**src/rtl/ppu_pkg.sv**
```systemverilog
// Shared definitions for the PE array and post-processing unit:
// default widths, config-byte field offsets and the PPU pack FSM encoding.
package ppu_pkg;

  localparam int unsigned PPU_DATA_BITS = 32;
  localparam int unsigned PPU_LANES     = 4;

  localparam int unsigned CFG_RELU_BIT  = 7;
  localparam int unsigned CFG_SHIFT_LSB = 0;
  localparam int unsigned CFG_SHIFT_W   = 5;

  typedef enum logic {
    ST_EMPTY   = 1'b0,
    ST_PARTIAL = 1'b1
  } ppu_state_e;

endpackage

```
**src/rtl/ppu_requant.sv**
```systemverilog
// Combinational requantiser: optional ReLU, rounding arithmetic right shift,
// saturation to int8 and offset to uint8.
module ppu_requant #(
  parameter int unsigned DATA_BITS = 32
) (
  input  logic signed [DATA_BITS-1:0] i_psum,
  input  logic                        i_relu_en,
  input  logic        [4:0]           i_shift,
  output logic        [7:0]           o_byte
);

  localparam logic signed [DATA_BITS:0] MAX_V = (DATA_BITS+1)'(127);
  localparam logic signed [DATA_BITS:0] MIN_V = -(DATA_BITS+1)'(128);

  logic signed [DATA_BITS-1:0] w_x;
  logic signed [DATA_BITS:0]   w_ext;
  logic signed [DATA_BITS:0]   w_rnd;
  logic signed [DATA_BITS:0]   w_sum;
  logic signed [DATA_BITS:0]   w_shr;
  logic        [7:0]           w_clamp;

  // One guard bit keeps the rounding add from overflowing at the top of range.
  always_comb begin
    w_x   = (i_relu_en && i_psum[DATA_BITS-1]) ? '0 : i_psum;
    w_ext = {w_x[DATA_BITS-1], w_x};
    w_rnd = (i_shift == 5'd0) ? '0
                              : ({{DATA_BITS{1'b0}}, 1'b1} << (i_shift - 5'd1));
    w_sum = w_ext + w_rnd;
    w_shr = w_sum >>> i_shift;
    if (w_shr > MAX_V)
      w_clamp = 8'h7F;
    else if (w_shr < MIN_V)
      w_clamp = 8'h80;
    else
      w_clamp = w_shr[7:0];
    o_byte = w_clamp ^ 8'h80;
  end

endmodule

```
**src/rtl/ppu.sv**
```systemverilog
// Post-processing unit: requantises signed psums to uint8 and packs LANES
// bytes per output word behind a valid/ready skid-free output register.
module ppu
  import ppu_pkg::*;
#(
  parameter int unsigned DATA_BITS = PPU_DATA_BITS,
  parameter int unsigned LANES     = PPU_LANES
) (
  input  logic                 clk,
  input  logic                 rst,
  input  logic                 cfg_en,
  input  logic [7:0]           i_config,
  input  logic [DATA_BITS-1:0] opsum,
  input  logic                 opsum_valid,
  input  logic                 opsum_last,
  output logic                 opsum_ready,
  output logic [DATA_BITS-1:0] ofmap,
  output logic [LANES-1:0]     ofmap_keep,
  output logic                 ofmap_last,
  output logic                 ofmap_valid,
  input  logic                 ofmap_ready
);

  localparam int unsigned CW = (LANES > 1) ? $clog2(LANES) : 1;

  ppu_state_e           r_state;
  ppu_state_e           w_state_nxt;
  logic [CW-1:0]        r_lane_cnt;
  logic                 r_relu_en;
  logic [4:0]           r_shift;
  logic [DATA_BITS-1:0] r_pack;
  logic [DATA_BITS-1:0] r_ofmap;
  logic [LANES-1:0]     r_keep;
  logic                 r_last;
  logic                 r_valid;

  logic [7:0]           w_byte;
  logic [DATA_BITS-1:0] w_word;
  logic [LANES-1:0]     w_keep;
  logic                 w_complete;
  logic                 w_ready;
  logic                 w_fire;
  logic                 w_out_hs;
  logic                 w_cfg_load;
  logic                 w_unused_cfg;

  assign w_unused_cfg = ^i_config[CFG_RELU_BIT-1:CFG_SHIFT_LSB+CFG_SHIFT_W];

  ppu_requant #(
    .DATA_BITS(DATA_BITS)
  ) u_requant (
    .i_psum    (opsum),
    .i_relu_en (r_relu_en),
    .i_shift   (r_shift),
    .o_byte    (w_byte)
  );

  assign w_complete = (r_lane_cnt == CW'(LANES - 1)) | opsum_last;
  assign w_ready    = ~w_complete | ~r_valid | ofmap_ready;
  assign w_fire     = opsum_valid & w_ready;
  assign w_out_hs   = r_valid & ofmap_ready;
  assign w_cfg_load = cfg_en & (r_state == ST_EMPTY) & ~r_valid;

  always_comb begin
    w_word = r_pack;
    w_keep = '0;
    for (int unsigned k = 0; k < LANES; k++) begin
      if (CW'(k) == r_lane_cnt)
        w_word[8*k +: 8] = w_byte;
      w_keep[k] = (CW'(k) <= r_lane_cnt);
    end
  end

  always_comb begin
    w_state_nxt = r_state;
    case (r_state)
      ST_EMPTY:   if (w_fire && !w_complete) w_state_nxt = ST_PARTIAL;
      ST_PARTIAL: if (w_fire && w_complete)  w_state_nxt = ST_EMPTY;
      default:    w_state_nxt = ST_EMPTY;
    endcase
  end

  always_ff @(posedge clk or negedge rst) begin
    if (!rst)
      r_state <= ST_EMPTY;
    else
      r_state <= w_state_nxt;
  end

  always_ff @(posedge clk or negedge rst) begin
    if (!rst) begin
      r_relu_en <= 1'b0;
      r_shift   <= '0;
    end else if (w_cfg_load) begin
      r_relu_en <= i_config[CFG_RELU_BIT];
      r_shift   <= i_config[CFG_SHIFT_LSB +: CFG_SHIFT_W];
    end
  end

  always_ff @(posedge clk or negedge rst) begin
    if (!rst) begin
      r_lane_cnt <= '0;
      r_pack     <= '0;
    end else if (w_fire) begin
      if (w_complete) begin
        r_lane_cnt <= '0;
        r_pack     <= '0;
      end else begin
        r_lane_cnt <= r_lane_cnt + CW'(1);
        r_pack     <= w_word;
      end
    end
  end

  // A completing beat may load the output register in the same cycle the
  // previous word leaves, so completion takes priority over the clear.
  always_ff @(posedge clk or negedge rst) begin
    if (!rst) begin
      r_ofmap <= '0;
      r_keep  <= '0;
      r_last  <= 1'b0;
      r_valid <= 1'b0;
    end else if (w_fire && w_complete) begin
      r_ofmap <= w_word;
      r_keep  <= w_keep;
      r_last  <= opsum_last;
      r_valid <= 1'b1;
    end else if (w_out_hs) begin
      r_valid <= 1'b0;
    end
  end

  assign opsum_ready = w_ready;
  assign ofmap       = r_ofmap;
  assign ofmap_keep  = r_keep;
  assign ofmap_last  = r_last;
  assign ofmap_valid = r_valid;

endmodule

```
**config.mk**
```make
export PLATFORM = sky130hd
export DESIGN_NAME = ppu
export DESIGN_NICKNAME = d
export VERILOG_FILES = /design/src/rtl/ppu_pkg.sv /design/src/rtl/ppu_requant.sv /design/src/rtl/ppu.sv
export SDC_FILE = /design/constraint.sdc
export NUM_CORES = 1
export LEC_CHECK = 0
export ABC_CLOCK_PERIOD_IN_PS = 6450
export BUFFER_PORTS_ARGS = -buffer_cell sky130_fd_sc_hd__buf_2
export CAP_MARGIN = 20
export CELL_PAD_IN_SITES_DETAIL_PLACEMENT = 0
export CELL_PAD_IN_SITES_GLOBAL_PLACEMENT = 1
export CORE_MARGIN = 2
export CORE_UTILIZATION = 41
export DETAILED_ROUTE_END_ITERATION = 6
export GPL_TIMING_DRIVEN = 0
export PLACE_DENSITY = 0.77
export SLEW_MARGIN = 20
export SYNTH_ARGS = -nofsm -noshare
export SYNTH_HDL_FRONTEND = slang
export SYNTH_SLANG_ARGS = --single-unit
```
**constraint.sdc**
```tcl
create_clock -name clk -period 6.45 [get_ports clk]
set_input_delay 1.935 -clock clk [delete_from_list [all_inputs] [get_ports clk]]
set_output_delay 1.935 -clock clk [all_outputs]
set_load 0.005 [all_outputs]
```
==> impl_results.md <==
- Clk_skew: 0.00506 ns
- Yosys warns: 0
- Bufs on Longest Clock Path: 2
- Grt total ovfl: 0
- Detailed Route WL: 42.4 mm
- Post-synth EDFFs: 0
- Worst-path cell chain: buf_8 > nand2_8 > clkbuf_16 > and2_1 > ha_1 > buf_6 > a21oi_2 > o21ai_4 > and2_1 > buf_2 > o31ai_4 > a221oi_4 > o21ai_0 > a32oi_4 > buf_4 > a22oi_1 > nand2_1 > or4_4 > nor4_4 > a41o_1 > buf_6 > a21o_4 > o21ai_1
- Final critical-path required period: approximately 6.5 ns
- Fin. max-slew vios: 0
- Post-Place Cell Area: 0.00989 sq mm
- Post-route setup slack: -0.0856 ns
- Netlist cell types: 92
- Hold buffer count at cts: 0
- PD cells: 452 mW/mm^2
- CP startpoint: opsum[31]
- Area of the core: roughly 0.022 sq mm
- Total track usage: 0.342
- Sequential area share after synthesis: 0.217
- Total of max-cap violations: 0
- CTS clk-pin slew, worst paths: around 0.06 ns
- PortBufs: a little over 80
- 1st-pass router iterations: 6
- Worst EP required: roughly 6.7 ns
- DR vias: 11200
- Worst-Skew Late Latency: ~0.35 ns
- Clock sink total: slightly below 80
- Synth-to-Final Area Change: 36.2%
- Most common flop cell mapped by yosys: dfrtp_1
- FMAX: between 150 and 200 MHz
- Post-synth ARST share: 1.00
- HP Start: ofmap_keep[2]$_DFFE_PN0P_
- Share of cells above drive strength 1: 0.344
- VDD IR-drop max: 181 uV
- Antenna violations before repair: 1
- Die ar.: between 0.02 and 0.025 sq mm
- Worst reg2reg path depth: 22
- CTS tree: yes
- # rows: 54
- Post-DR wirelength/cell: 25.2 um
- CP Capture Type: register
- Global-route wire length before repair: approximately 62 mm
- Vias in the first global route: roughly 10000
- Mapped Avg Cell Area: 7.36 sq um
- Synth Register Bits: between 70 and 80
- DR iter-0 viols: 1221
- CP startpoint kind: input pin
- Outcome: finished, violations left
- Static leakage: 5.06 nW
- Antenna-violating nets left: 0
- Crit Path Category: input pin to register
- CP delay by family, top: compound AO/OA/AOI/OAI gates
- Total power: approximately 5.6 mW
- Root Driver: clkbuf_16
- H-tree depth: 3
- Horiz. Die Dim: roughly 150 um
- Synth Cell Area: between 0.009 and 0.01 sq mm
- Via density: around 6.7
- Syn Nets: 1320
- Slew margin rel.: 0.245
- Failing checks: negative setup slack
- Critical path depth in cells: 23
- Cts bufs inserted: 9
- HP Class: register to register
- Final worst path period share: 1.01
- Final setup fails: 48
- Critical Path AT: 6.75 ns
- Ant. Diodes: 0
- Inst Count DP: between 1500 and 2000
- Starting Density: 0.417
- Worst Tran Pin Value: between 1 and 1.5 ns
- RSZ-0062 raised after global routing: yes
- CP max stage delay: ~0.54 ns
- Final Non-Filler Cells: 1680
- CP Max Fanout: 9
- Die Ht: around 150 um
- Ranking of synthesized cells by area: dfrtp_1, nand2_1, ha_1
- Nets: between 1000 and 1500
- Reg area: between 0.0015 and 0.002 sq mm
- Fillers: about 2100
- Post-synth top area share: 0.217
- Final hold vios: 0
- Buf+Inv Stages, Crit Path: 6
- Cell taking the most area after synthesis: dfrtp_1
- Area occupied by multi-input gates: 0.00803 sq mm
- Reg2Reg Setup Slack: -0.08 ns
- Post-route DRC: 0
- Hold Path Depth: 2
- Worst r2r src: r_shift[1]$_DFFE_PN0P_
- HPWL after detailed placement: roughly 31 mm
- Worst-path cell with the longest stage delay: or4_4
- Design area: 0.0124 sq mm
- # IOs: 85
- Largest net degree at the start of global routing: between 50 and 60
- Synthesized netlist cell count: 1237
- Final GP Congestion: 1.01
-- cell usage after synthesis, types with 23 or more instances --
cell type  count
nand2_1      169
nor2_1       107
o21ai_0       90
a21oi_1       89
dfrtp_1       79
clkbuf_1      56
and2_1        51
o21ai_1       40
ha_1          36
a211oi_1      34
nor3_1        31
nand3_1       23
-- path summary, 6_finish.rpt --
path,end
max,r_pack[0]$_DFFE_PN0P_
min,ofmap_keep[2]$_DFFE_PN0P_
max reg2reg,r_pack[0]$_DFFE_PN0P_
min reg2reg,ofmap_keep[2]$_DFFE_PN0P_
max in group asynchronous,r_shift[2]$_DFFE_PN0P_
min in group asynchronous,ofmap[0]$_DFFE_PN0P_
-- worst reg2reg max path, cell delays in order, from the launching register on --
cell and delay (ns):
dfrtp_2 0.50, clkbuf_4 0.31, buf_2 0.29, clkbuf_4 0.29, nand2_4 0.20, or4_1 0.52
inv_1 0.14, ha_4 0.16, a21oi_4 0.05, nand4b_1 0.32, buf_4 0.25, a21o_4 0.25
a21o_2 0.27, a211o_1 0.33, a211o_4 0.38, and2_4 0.20, mux4_2 0.46, mux2_2 0.30
a2111oi_2 0.36, a41o_1 0.33, buf_6 0.17, a21o_4 0.21, o21ai_1 0.08
-- metrics by stage --
step | setup TNS [ns] | worst slack, ns | hold WS [ns] | utilization
final | -2.52 | -0.0856 | 0.459 | 0.568
after global routing | -6.75 | -0.167 | 0.485 | 0.568
after CTS | 0 | 0.00107 | 0.466 | 0.512
after detailed placement | -111.89 | -2.33 | 0.451 | 0.453
after global placement | -120.47 | -2.49 | 0.445 | 0.452
after floorplan | 0 | 0.146 | 0.444 | -
-- layout by cell type, fill, tap and decap left out, types with 17 or more instances in the layout --
cell type / n
mux2i_1: 19
nor2_1: 97
nand2_1: 159
a21oi_1: 52
buf_2: 86
nand3_1: 18
clkbuf_1: 25
o21ai_0: 77
o211ai_1: 17
ha_1: 22
nor3_1: 28
buf_4: 69
and2_1: 44
nand4_1: 19
a21oi_2: 32
a211oi_1: 25
o21ai_2: 34
dfrtp_1: 76
-- kinds of logic (layout without fill, tap and decap cells) --
| group | count (synthesis) | count (layout) | synth area share |
|---|---|---|---|
| AND/OR/NAND/NOR | 499 | 499 | 0.268 |
| other | 1 | 1 | 0.000412 |
| flip-flops | 79 | 79 | 0.217 |
| buffers and inverters | 104 | 267 | 0.0465 |
| XOR/XNOR | 13 | 13 | 0.0125 |
| multiplexers | 37 | 37 | 0.0529 |
| AO/OA/AOI/OAI | 467 | 467 | 0.351 |
| adder cells (fa/ha/maj) | 37 | 37 | 0.0517 |
-- registers in the layout (all words and copies together) (netlist names), named ones only --
name and cells:
ofmap_last 1, r_shift 5, ofmap_keep 4, ofmap 32, r_pack 32, ofmap_valid 1, r_relu_en 1, r_lane_cnt 2
-- routing by layer --
metal / up-vias / share of wire / global-route usage / routed length (um)
met5: - / 0 / 0 / 0
li1: 4993 / - / - / -
met4: 0 / 0.037 / 0.0974 / 1560
met2: 632 / 0.42 / 0.514 / 17900
met1: 5494 / 0.44 / 0.500 / 18600
met3: 120 / 0.10 / 0.0646 / 4280
-- where the power goes --
part           switching [mW]  internal (mW)
Clock                   0.220          0.344
Sequential              0.135          0.676
Combinational            2.64           1.59
Total                    3.00           2.61
-- what timing repair did --
action / in CTS / in global routing
setup endpoints to repair: 56 / 49
pin swaps: 33 / 103
setup buffers: 29 / 39
resized for setup: 196 / 198
gates cloned: 1 / 3
-- layout make-up --
cell class	instances	share of cell area
buffer	78	0.0424
clock buffer	9	0.0182
clock inverter	7	0.00837
inverter	19	0.00575
multi-input combinational	1054	0.647
sequential	79	0.160
tap	280	0.0283
timing repair buffer	154	0.0899
(Power assumes the default switching activity.)
